==> src/rtl/conv_task_sequencer.sv <==
// conv_task_sequencer
// Task-level controller for the convolution engine. Descriptor words are
// streamed into a shadow buffer; when the engine is idle a complete
// descriptor is committed onto the packed cfg bus and the packer / MAC-array
// enables are sequenced through setup, run and drain.
//
// Ports:
//   clk, rst         clock, asynchronous active-high reset
//   desc_data        32-bit descriptor word
//   desc_valid       word valid
//   desc_last        final word of a descriptor
//   desc_ready       word accept (combinational, ~shadow_full)
//   abort            synchronous abort request, highest priority
//   mac_done         MAC array finished (pulse or level)
//   packer_done      packer flushed (pulse or level)
//   cfg              committed descriptor, word k at bits [32k+31:32k]
//   cfg_vld          one-cycle pulse when cfg is updated
//   en_packer        packer enable
//   en_mac_array     MAC array enable
//   busy             sequencer not idle
//   task_done        one-cycle pulse on normal completion
//   err_len          one-cycle pulse on a malformed descriptor
//   err_timeout      sticky watchdog flag, cleared by the next commit
module conv_task_sequencer #(
  parameter int DESC_WORDS  = 16,
  parameter int SETUP_CYC   = 2,
  parameter int TIMEOUT_CYC = 0
) (
  input  logic                    clk,
  input  logic                    rst,
  input  logic [31:0]             desc_data,
  input  logic                    desc_valid,
  input  logic                    desc_last,
  output logic                    desc_ready,
  input  logic                    abort,
  input  logic                    mac_done,
  input  logic                    packer_done,
  output logic [32*DESC_WORDS-1:0] cfg,
  output logic                    cfg_vld,
  output logic                    en_packer,
  output logic                    en_mac_array,
  output logic                    busy,
  output logic                    task_done,
  output logic                    err_len,
  output logic                    err_timeout
);

  localparam int WW = $clog2(DESC_WORDS);
  localparam int SW = (SETUP_CYC > 1) ? $clog2(SETUP_CYC) : 1;
  localparam logic [WW-1:0] LAST_IDX   = WW'(DESC_WORDS - 1);
  localparam logic [SW-1:0] SETUP_LAST = SW'(SETUP_CYC - 1);
  localparam logic [31:0]   WD_LAST    = 32'(TIMEOUT_CYC - 1);
  localparam bit            WD_EN      = (TIMEOUT_CYC > 0);

  typedef enum logic [1:0] {IDLE, RUN_SETUP, RUN, DRAIN} state_t;

  state_t                        state;
  logic [DESC_WORDS-1:0][31:0]   shadow;
  logic [WW-1:0]                 wcnt;
  logic                          shadow_full;
  logic                          dropping;
  logic                          mac_seen;
  logic                          pk_seen;
  logic [SW-1:0]                 setup_cnt;
  logic [31:0]                   wd_cnt;
  logic                          accept;
  logic                          shadow_we;
  logic                          wd_expire;

  // The loader stalls only while a complete descriptor waits for commit,
  // so a commit and a shadow write can never coincide.
  assign desc_ready = ~shadow_full;
  assign accept     = desc_valid & desc_ready;
  assign shadow_we  = accept & ~abort & ~dropping;
  // Watchdog fires on the TIMEOUT_CYC-th cycle spent in RUN/DRAIN.
  assign wd_expire  = WD_EN && ((state == RUN) || (state == DRAIN)) && (wd_cnt == WD_LAST);

  // Shadow storage carries no reset; its contents only matter once
  // shadow_full marks a complete descriptor.
  always_ff @(posedge clk) begin
    if (shadow_we) shadow[wcnt] <= desc_data;
  end

  always_ff @(posedge clk or posedge rst) begin
    if (rst) begin
      state        <= IDLE;
      cfg          <= '0;
      cfg_vld      <= 1'b0;
      en_packer    <= 1'b0;
      en_mac_array <= 1'b0;
      busy         <= 1'b0;
      task_done    <= 1'b0;
      err_len      <= 1'b0;
      err_timeout  <= 1'b0;
      wcnt         <= '0;
      shadow_full  <= 1'b0;
      dropping     <= 1'b0;
      mac_seen     <= 1'b0;
      pk_seen      <= 1'b0;
      setup_cnt    <= '0;
      wd_cnt       <= '0;
    end else begin
      cfg_vld   <= 1'b0;
      task_done <= 1'b0;
      err_len   <= 1'b0;
      if (abort) begin
        // Abort discards everything in flight, including a word offered
        // this cycle; cfg and err_timeout keep their values.
        state        <= IDLE;
        busy         <= 1'b0;
        en_packer    <= 1'b0;
        en_mac_array <= 1'b0;
        shadow_full  <= 1'b0;
        wcnt         <= '0;
        dropping     <= 1'b0;
        mac_seen     <= 1'b0;
        pk_seen      <= 1'b0;
      end else begin
        // Loader: an overlong descriptor flags once, then is swallowed up
        // to and including its last word.
        if (accept) begin
          if (dropping) begin
            if (desc_last) dropping <= 1'b0;
          end else if (desc_last) begin
            wcnt <= '0;
            if (wcnt == LAST_IDX) shadow_full <= 1'b1;
            else                  err_len     <= 1'b1;
          end else if (wcnt == LAST_IDX) begin
            wcnt     <= '0;
            dropping <= 1'b1;
            err_len  <= 1'b1;
          end else begin
            wcnt <= wcnt + 1'b1;
          end
        end

        // Done inputs are latched so pulses arriving before the FSM
        // reaches the consuming state are not lost.
        if (state != IDLE) begin
          if (mac_done)    mac_seen <= 1'b1;
          if (packer_done) pk_seen  <= 1'b1;
        end
        if ((state == RUN) || (state == DRAIN)) wd_cnt <= wd_cnt + 32'd1;

        if (wd_expire) begin
          state        <= IDLE;
          busy         <= 1'b0;
          en_packer    <= 1'b0;
          en_mac_array <= 1'b0;
          err_timeout  <= 1'b1;
        end else begin
          case (state)
            IDLE: begin
              if (shadow_full) begin
                state       <= RUN_SETUP;
                cfg         <= shadow;
                shadow_full <= 1'b0;
                cfg_vld     <= 1'b1;
                en_packer   <= 1'b1;
                busy        <= 1'b1;
                setup_cnt   <= '0;
                wd_cnt      <= '0;
                err_timeout <= 1'b0;
                mac_seen    <= 1'b0;
                pk_seen     <= 1'b0;
              end
            end
            RUN_SETUP: begin
              if (setup_cnt == SETUP_LAST) begin
                state        <= RUN;
                en_mac_array <= 1'b1;
              end else begin
                setup_cnt <= setup_cnt + 1'b1;
              end
            end
            RUN: begin
              if (mac_seen) begin
                state        <= DRAIN;
                en_mac_array <= 1'b0;
              end
            end
            DRAIN: begin
              if (pk_seen) begin
                state     <= IDLE;
                busy      <= 1'b0;
                en_packer <= 1'b0;
                task_done <= 1'b1;
              end
            end
            default: state <= IDLE;
          endcase
        end
      end
    end
  end

endmodule
==> config.mk <==
export PLATFORM = sky130hd
export DESIGN_NAME = conv_task_sequencer
export DESIGN_NICKNAME = d
export VERILOG_FILES = /design/src/rtl/conv_task_sequencer.sv
export SDC_FILE = /design/constraint.sdc
export NUM_CORES = 1
export LEC_CHECK = 0
export ABC_AREA = 1
export BUFFER_PORTS_ARGS = -buffer_cell sky130_fd_sc_hd__buf_2
export CORE_ASPECT_RATIO = 2
export CORE_MARGIN = 1.5
export CORE_UTILIZATION = 52
export CTS_BUF_LIST = sky130_fd_sc_hd__clkbuf_4
export DETAILED_ROUTE_END_ITERATION = 16
export MAX_ROUTING_LAYER = met4
export PLACE_DENSITY_LB_ADDON = 0.1
export SKIP_LAST_GASP = 1
export SLEW_MARGIN = 40
export SYNTH_ARGS = -nofsm -noshare
export SYNTH_HDL_FRONTEND = slang
export SYNTH_SLANG_ARGS = --single-unit
==> constraint.sdc <==
create_clock -name clk -period 43.9 [get_ports clk]
set_input_delay 8.78 -clock clk [delete_from_list [all_inputs] [get_ports clk]]
set_output_delay 8.78 -clock clk [all_outputs]
set_load 0.02 [all_outputs]
==> results of run 1 <==
==> routing by layer <==
metal	part of all wire	vias up
met3	0.086	176
met1	0.38	11400
met4	0.033	0
li1	-	10600
met2	0.50	908
met5	0	-
==> cells in the final DEF (no fill, tap or decap), types with 6 or more instances in the layout <==
cell / netlist / layout
diode_2: 0 / 10
buf_6: 40 / 7
ha_1: 9 / 9
nor2_4: 0 / 17
buf_8: 10 / 15
clkbuf_4: 0 / 333
inv_2: 1 / 7
dfrtp_1: 528 / 528
inv_1: 22 / 21
nand2_1: 1581 / 1581
nor2_1: 25 / 9
buf_2: 58 / 557
clkinv_2: 0 / 8
edfxtp_1: 512 / 512
clkinv_1: 0 / 54
buf_16: 0 / 10
buf_4: 2 / 6
nand3_1: 16 / 16
==> state kept, by name, indices dropped and copies added, names as in the netlist <==
| name | count |
|---|---|
| busy | 1 |
| cfg | 512 |
| cfg_vld | 1 |
| dropping | 1 |
| en_mac_array | 1 |
| err_len | 1 |
| mac_seen | 1 |
| pk_seen | 1 |
| setup_cnt | 1 |
| shadow | 512 |
| shadow_full | 1 |
| state | 2 |
| task_done | 1 |
| wcnt | 4 |
==> worst max path at each step <==
stage / from / endpoint / slack, ns / depth (start not counted)
after floorplan: rst / busy / 20.37 / 1
after global placement: abort / cfg[135] / 31.64 / 8
after detailed placement: abort / cfg[131] / 31.73 / 9
after CTS: abort / cfg[16] / 32.89 / 9
after global routing: abort / cfg[70] / 32.72 / 9
final: abort / cfg[71] / 32.90 / 9
==> kinds of logic (layout without fill, tap and decap cells) <==
family                   Yosys count  count (layout)  synth area share
AO/OA/AOI/OAI                      7               7           0.00101
XOR/XNOR                           1               1          0.000244
adder cells (fa/ha/maj)            9               9           0.00313
buffers and inverters            140            1026            0.0292
flip-flops                      1040            1040             0.795
other                              1              11          0.000104
AND/OR/NAND/NOR                 1627            1627             0.171
==> critical path, cell delays in order <==
cell and delay (ns):
buf_2 0.15, nor2_4 0.13, buf_12 0.30, buf_16 0.43
clkinv_8 0.61, buf_6 0.53, buf_4 0.48, nand2_1 0.17
nand2_1 0.07
==> final cells by class <==
type,instances,share of cell area
inverter,23,0.00262
clock inverter,72,0.00790
antenna,10,0.000588
clock buffer,333,0.0587
timing repair buffer,598,0.0815
sequential,1040,0.671
multi-input combinational,1645,0.151
tap,897,0.0264
==> power groups by stage <==
stage,clock network (W),logic (W),registers [W]
2_1_floorplan,0,0.0000193,0.00105
3_3_place_gp,0,0.0000440,0.00105
3_5_place_dp,0,0.0000458,0.00105
4_1_cts,0.000735,0.0000460,0.00103
5_1_grt,0.000779,0.0000509,0.00103
6_report,0.000713,0.0000453,0.00103
==> stage by stage <==
| step | area, µm² | worst slack (ns) | power (W) |
|---|---|---|---|
| 6_report | 42600 | 32.90 | 0.00179 |
| 5_1_grt | 42600 | 32.72 | 0.00186 |
| 4_1_cts | 42500 | 32.89 | 0.00181 |
| 3_5_place_dp | 39700 | 31.73 | 0.00110 |
| 3_3_place_gp | 39200 | 31.64 | 0.00109 |
| 2_1_floorplan | 35900 | 20.37 | 0.00107 |
==> impl_metrics.json, run 1 <==
{
  "outcome": "complete, no violations",
  "power_switching_w": 0.000395,
  "setup_viol": 0,
  "p_clk_frac": 0.399,
  "ctsHoldBuffers": 0,
  "yosys-top-cells-count": "nand2_1, dfrtp_1, edfxtp_1",
  "fillers": 5566,
  "finClkSkew_ns": 0.0655,
  "async_reset_ff_frac": 0.508,
  "crit_type": "in2reg",
  "ys_seq_area_frac": 0.795,
  "ant_nets": 0,
  "power.density_mw_per_mm2": 42.0,
  "post_cts_buffers": 0,
  "cts.htree.levels": 4,
  "overflow": 0,
  "clk_pin_slew_ns": 0.08,
  "worstPathMaxFanout": 152,
  "fmax_mhz": 90.9,
  "critPathArrivalTime_ns": 11.92,
  "ys.flop_type": "dfrtp_1",
  "cts_made_buffers": 216,
  "reg2reg_slack_ns": 39.92,
  "area_growth_pct": 18.5,
  "p_sw_frac": 0.221,
  "first_global_vias": 23800,
  "start_kind": "input pin",
  "worst_slew_pin_slew_ns": 0.833,
  "place_inst": 4201,
  "ys_warn_count": 0,
  "core_area_mm2": 0.0686,
  "die_x_um": 189,
  "clockBufferDepth": 3,
  "synthesis.area_mm2": 0.0359,
  "start_util": 0.524,
  "syn-num-nets": 2873,
  "viasPerCell": 4.99,
  "rr_endpoint": "cfg[71]",
  "avgRoutedWirePerCell_um": 20.9,
  "yosys.cell_count.top_type": "nand2_1",
  "drive_above_1_share": 0.261,
  "worstHoldPathType": "reg2reg",
  "row_count": 136,
  "reg2reg_from": "state[0]",
  "power_frac_seq": 0.576,
  "use_met3": 0.0943,
  "wirelength_mm": 96.4,
  "worst_hold_slack_ns": 0.423,
  "p_int_w": 0.00139,
  "post-route-util": 0.621,
  "port_buffers": 557,
  "globalRouteMet2Util": 0.462,
  "required_ns": 44.82,
  "cts_resized": 0,
  "grt_use_met1": 0.338,
  "tritoncts": "yes",
  "clk_latency_ns": 1.07,
  "clock_sinks": 1040,
  "final_cell_count_no_fill": 4618,
  "final.setup.tns_ns": 0,
  "reg2regPathDepth": 11,
  "hold_viol_final": 0,
  "pin_count": 559,
  "drt-initial-drc-count": 1690,
  "hold_depth": 2,
  "period_minus_slack_ns": 11.00,
  "synth_area_leaders": "edfxtp_1, dfrtp_1, nand2_1",
  "grt_pass1_wl_mm": 146,
  "synth_edf_count": 512,
  "min_to": "cfg[297]",
  "grt_max_degree": 153,
  "drv_slew": 0,
  "synthCells": 2825,
  "synth_top_cell_area_share": 0.428,
  "ys_ff_latch": 1040,
  "post_synth.cell_area_avg_um2": 12.7,
  "drt_pre_antenna_iters": 8,
  "min_from": "shadow[297]",
  "grt_usage": 0.289,
  "slew_headroom": 0.445,
  "cap_violations": 0,
  "clockRootBuffer": "clkbuf_4",
  "ir_worst_vdd_mv": 0.0312,
  "rsz0062_at_grt": "no",
  "antenna_found_initial": 9,
  "synth_area_leader_cell": "edfxtp_1",
  "dieArea_mm2": 0.0708,
  "dp_hpwl_mm": 60.0,
  "grt.busiest_layer": "met2",
  "gp_congestion": 0.820,
  "drcViolationCount": 0,
  "die_h_um": 375,
  "cp-end-kind": "flip-flop",
  "final-seq-area_mm2": 0.0286,
  "finalCritPeriodShare": 0.251,
  "vias": 23100,
  "ys_types": 23,
  "combPwrFrac": 0.025,
  "multi_input_area_mm2": 0.00642,
  "p_leak_nw": 21.7,
  "nets": 3572
}
Power figures use the tool's default switching activity.
==> run 2: changes to the inputs <==
==> constraint.sdc (replaced) <==
create_clock -name clk -period 9.9 [get_ports clk]
set_input_delay 1.98 -clock clk [delete_from_list [all_inputs] [get_ports clk]]
set_output_delay 1.98 -clock clk [all_outputs]
set_load 0.02 [all_outputs]
==> impl_metrics.json, run 2 (synthesis gave the netlist of run 1 again) <==
{
  "finalCritPeriodShare": 0.383,
  "largest_registers": "cfg: 512 flops, shadow: 512 flops, wcnt: 4 flops",
  "grt_max_degree": 130,
  "overflow": 0,
  "drt-initial-drc-count": 1541,
  "final_area_mm2": 0.0425,
  "place_inst": 4198,
  "grt_usage": 0.286,
  "setup_viol": 0,
  "viasPerCell": 4.98,
  "clk_latency_ns": 1.05,
  "wirelength_mm": 95.8,
  "power.density_mw_per_mm2": 188,
  "hold_depth": 2,
  "drive_above_1_share": 0.264,
  "clock_sinks": 1040,
  "final_common_cell": "nand2_1",
  "clockRootBuffer": "clkbuf_4",
  "slew_headroom": 0.462,
  "antenna_found_initial": 10,
  "clockBufferDepth": 3,
  "layout_common_cells": "nand2_1, buf_2, dfrtp_1",
  "cts_made_buffers": 215,
  "dieArea_mm2": 0.0708,
  "pin_count": 559,
  "cts.htree.levels": 4,
  "rsz0062_at_grt": "no",
  "ant_nets": 0,
  "drcViolationCount": 0,
  "p_leak_nw": 21.7,
  "final-seq-area_mm2": 0.0286,
  "hold_viol_final": 0,
  "start_kind": "flip-flop",
  "row_count": 136,
  "gp_congestion": 0.826,
  "final.setup.tns_ns": 0,
  "ir_worst_vdd_mv": 0.120,
  "reg2regPathDepth": 10,
  "finClkSkew_ns": 0.0414,
  "nets": 3567,
  "grt_pass1_wl_mm": 143,
  "fmax_mhz": 264,
  "first_global_vias": 23100,
  "avgRoutedWirePerCell_um": 20.8,
  "required_ns": 7.92,
  "reg2reg_from": "state[0]",
  "reg2reg_slack_ns": 6.61,
  "core_area_mm2": 0.0686,
  "fillers": 5571,
  "port_buffers": 557,
  "cts_resized": 0,
  "final_cell_count_no_fill": 4605,
  "outcome": "complete, no violations",
  "period_minus_slack_ns": 3.79,
  "cap_violations": 0,
  "ctsHoldBuffers": 0,
  "worstHoldPathType": "reg2reg",
  "drt_pre_antenna_iters": 5,
  "drv_slew": 0,
  "rr_endpoint": "cfg[42]",
  "critPathArrivalTime_ns": 1.81,
  "cp-end-kind": "primary output",
  "dp_hpwl_mm": 58.0,
  "crit_type": "reg2out",
  "post_cts_buffers": 0,
  "multi_input_area_mm2": 0.00642,
  "min_to": "cfg[506]",
  "worstPathMaxFanout": 6,
  "placed_area_mm2": 0.0396,
  "min_from": "shadow[506]",
  "vias": 22900,
  "area_growth_pct": 18.2,
  "die_x_um": 189,
  "worst_slew_pin_slew_ns": 0.807,
  "tritoncts": "yes",
  "die_h_um": 375,
  "start_util": 0.524,
  "clk_pin_slew_ns": 0.07
}
[run 2: worst max-delay path, cell delays in order, from the launching register on]
cell and delay, ns:
dfrtp_1 0.44, inv_1 0.14, buf_2 0.22
[run 2: worst max-delay path by stage]
stage	start	endpoint	slack, ns	cells after the start
finish	shadow_full	desc_ready	6.11	2
global route	shadow_full	desc_ready	5.99	2
global placement	abort	cfg[391]	5.32	7
floorplan	rst	busy	0.74	1
detailed placement	abort	shadow[423]	5.31	7
CTS	shadow_full	desc_ready	5.99	2
[run 2: final cells by class]
type	count	area share
multi-input combinational	1645	0.151
antenna	4	0.000236
clock inverter	49	0.00466
inverter	23	0.00230
clock buffer	353	0.0624
tap	897	0.0264
sequential	1040	0.673
timing repair buffer	594	0.0795
[run 2: power by group]
part / internal, W / switching [W]
sequential: 0.00456 / 0.0000106
clock: 0.00161 / 0.00159
combinational: 0.0000364 / 0.000166
[run 2: stage by stage]
step                      worst slack, ns  total power (W)  hold slack [ns]   util
after floorplan                     0.744          0.00475            0.426      -
after global placement               5.32          0.00485            0.429  0.572
after detailed placement             5.31          0.00487            0.431  0.577
after CTS                            5.99          0.00807            0.424  0.619
after global routing                 5.99          0.00828            0.440  0.619
final                                6.11          0.00797            0.415  0.619
[run 2: layer usage]
metal	vias to the layer above	wire length, µm	global-route usage
met3	148	8570	0.0939
met5	-	0	-
met2	934	47900	0.458
li1	10600	-	-
met1	11200	36900	0.339
met4	0	2480	0.0993
==> run 3: changes to the inputs <==
==> constraint.sdc (replaced) <==
create_clock -name clk -period 3.5 [get_ports clk]
set_input_delay 0.7 -clock clk [delete_from_list [all_inputs] [get_ports clk]]
set_output_delay 0.7 -clock clk [all_outputs]
set_load 0.02 [all_outputs]
==> impl_metrics.json, run 3 (synthesis gave the netlist of run 1 again) <==
{
  "final_cell_count_no_fill": 4627,
  "drive_above_1_share": 0.263,
  "drv_slew": 0,
  "core_area_mm2": 0.0686,
  "clockBufferDepth": 3,
  "post_cts_buffers": 0,
  "cts_made_buffers": 215,
  "outcome": "complete, no violations",
  "dp_hpwl_mm": 59.4,
  "ant_nets": 0,
  "cap_violations": 0,
  "hold_viol_final": 0,
  "p_sw_frac": 0.220,
  "combPwrFrac": 0.026,
  "clk_latency_ns": 1.01,
  "final_common_cell": "nand2_1",
  "rsz0062_at_grt": "no",
  "port_buffers": 557,
  "viasPerCell": 4.99,
  "critPathArrivalTime_ns": 3.33,
  "antenna_found_initial": 6,
  "crit_type": "in2reg",
  "grt_max_degree": 220,
  "avgRoutedWirePerCell_um": 20.9,
  "nets": 3583,
  "fmax_mhz": 380,
  "gp_congestion": 0.832,
  "grt_pass1_wl_mm": 144,
  "cp-end-kind": "flip-flop",
  "grt_usage": 0.288,
  "required_ns": 4.19,
  "grt.busiest_layer": "met2",
  "drcViolationCount": 0,
  "p_int_w": 0.0177,
  "cts_resized": 0,
  "first_global_vias": 23500,
  "vias": 23100,
  "worstHoldPathType": "in2reg",
  "cts.htree.levels": 4,
  "drt-initial-drc-count": 1616,
  "p_clk_frac": 0.404,
  "overflow": 0,
  "tritoncts": "yes",
  "power.density_mw_per_mm2": 531,
  "row_count": 136,
  "p_leak_nw": 21.8,
  "p_total_w": 0.0227,
  "die_h_um": 375,
  "power_frac_seq": 0.570,
  "finClkSkew_ns": 0.0313,
  "start_util": 0.524,
  "dieArea_mm2": 0.0708,
  "reg2reg_slack_ns": 1.00,
  "clk_pin_slew_ns": 0.08,
  "worstPathMaxFanout": 18,
  "slew_headroom": 0.446,
  "globalRouteMet2Util": 0.449,
  "ir_worst_vdd_mv": 0.370,
  "placed_area_mm2": 0.0397,
  "layout_common_cells": "nand2_1, buf_2, dfrtp_1",
  "power_switching_w": 0.00499,
  "drt_pre_antenna_iters": 6,
  "worst_slew_pin_slew_ns": 0.831,
  "die_x_um": 189,
  "post-route-util": 0.623,
  "final_area_mm2": 0.0427,
  "clockRootBuffer": "clkbuf_4",
  "clock_sinks": 1040,
  "area_growth_pct": 18.9,
  "grt_use_met1": 0.349,
  "wirelength_mm": 96.5,
  "pin_count": 559,
  "largest_registers": "cfg: 512 flops, shadow: 512 flops, wcnt: 4 flops",
  "period_minus_slack_ns": 2.63,
  "setup_viol": 0,
  "place_inst": 4207,
  "start_kind": "input pin",
  "finalCritPeriodShare": 0.753,
  "use_met3": 0.0928,
  "final.setup.tns_ns": 0
}
-- run 3: cell types whose count changed in the layout (fill, tap and decap cells not counted), sizes merged --
cell         previous run  this run
clkinvlp                2         1
bufinv                  0         3
clkinv                 43        58
buf                   594       603
clkbuf                353       344
diode                   4         2
dlygate4sd3             0         7
-- run 3: path summary, 6_finish.rpt --
check | endpoint | from | cells after the start
worst max-delay path | shadow[206] | abort | 8
worst min-delay path | shadow[311] | desc_data[23] | 1
worst max register to register | shadow[206] | shadow_full | 6
worst min register to register | cfg[174] | shadow[174] | 2
max in group asynchronous | cfg[287] | rst | 5
min in group asynchronous | cfg[27] | rst | 3
-- run 3: worst max-delay path, cell delays in order --
cell           delay, ns
dlygate4sd3_1       0.57
buf_2               0.19
inv_1               0.28
nand2_1             0.13
nor2_1              0.38
nand2_1             0.35
nor2_4              0.47
buf_12              0.23
-- run 3: final cells by class --
class / instances / area, µm²
well taps: 897 / 1120
fillers: 5654 / 25900
inverters: 23 / 97.6
multi-input cells: 1645 / 6420
repair buffers: 610 / 3560
clock buffers: 344 / 2580
clock inverters: 66 / 335
diodes: 2 / 5.00
flip-flops and latches: 1040 / 28600
-- run 3: through the flow --
step	setup slack, ns	hold WS (ns)
floorplan	-4.38	0.426
global placement	0.585	0.429
detailed placement	0.461	0.432
CTS	0.867	0.0524
global route	0.751	0.0984
finish	0.866	0.190
-- run 3: power by group through the flow --
stage	Sequential [W]	Clock, W	Combinational [W]
2_1_floorplan	0.0132	0	0.000243
3_3_place_gp	0.0132	0	0.000577
3_5_place_dp	0.0132	0	0.000600
4_1_cts	0.0129	0.00942	0.000608
5_1_grt	0.0129	0.00997	0.000651
6_report	0.0129	0.00916	0.000593
-- run 3: metal layers --
layer | part of all wire | wire, µm
met5 | 0 | 0
met2 | 0.49 | 47000
met3 | 0.096 | 9230
met1 | 0.39 | 37300
met4 | 0.031 | 2990
-- run 3: timing repair --
action / CTS / global route
setup endpoints to repair: 0 / 0
endpoints found under the hold margin: 110 / 0
hold buffers: 7 / 0
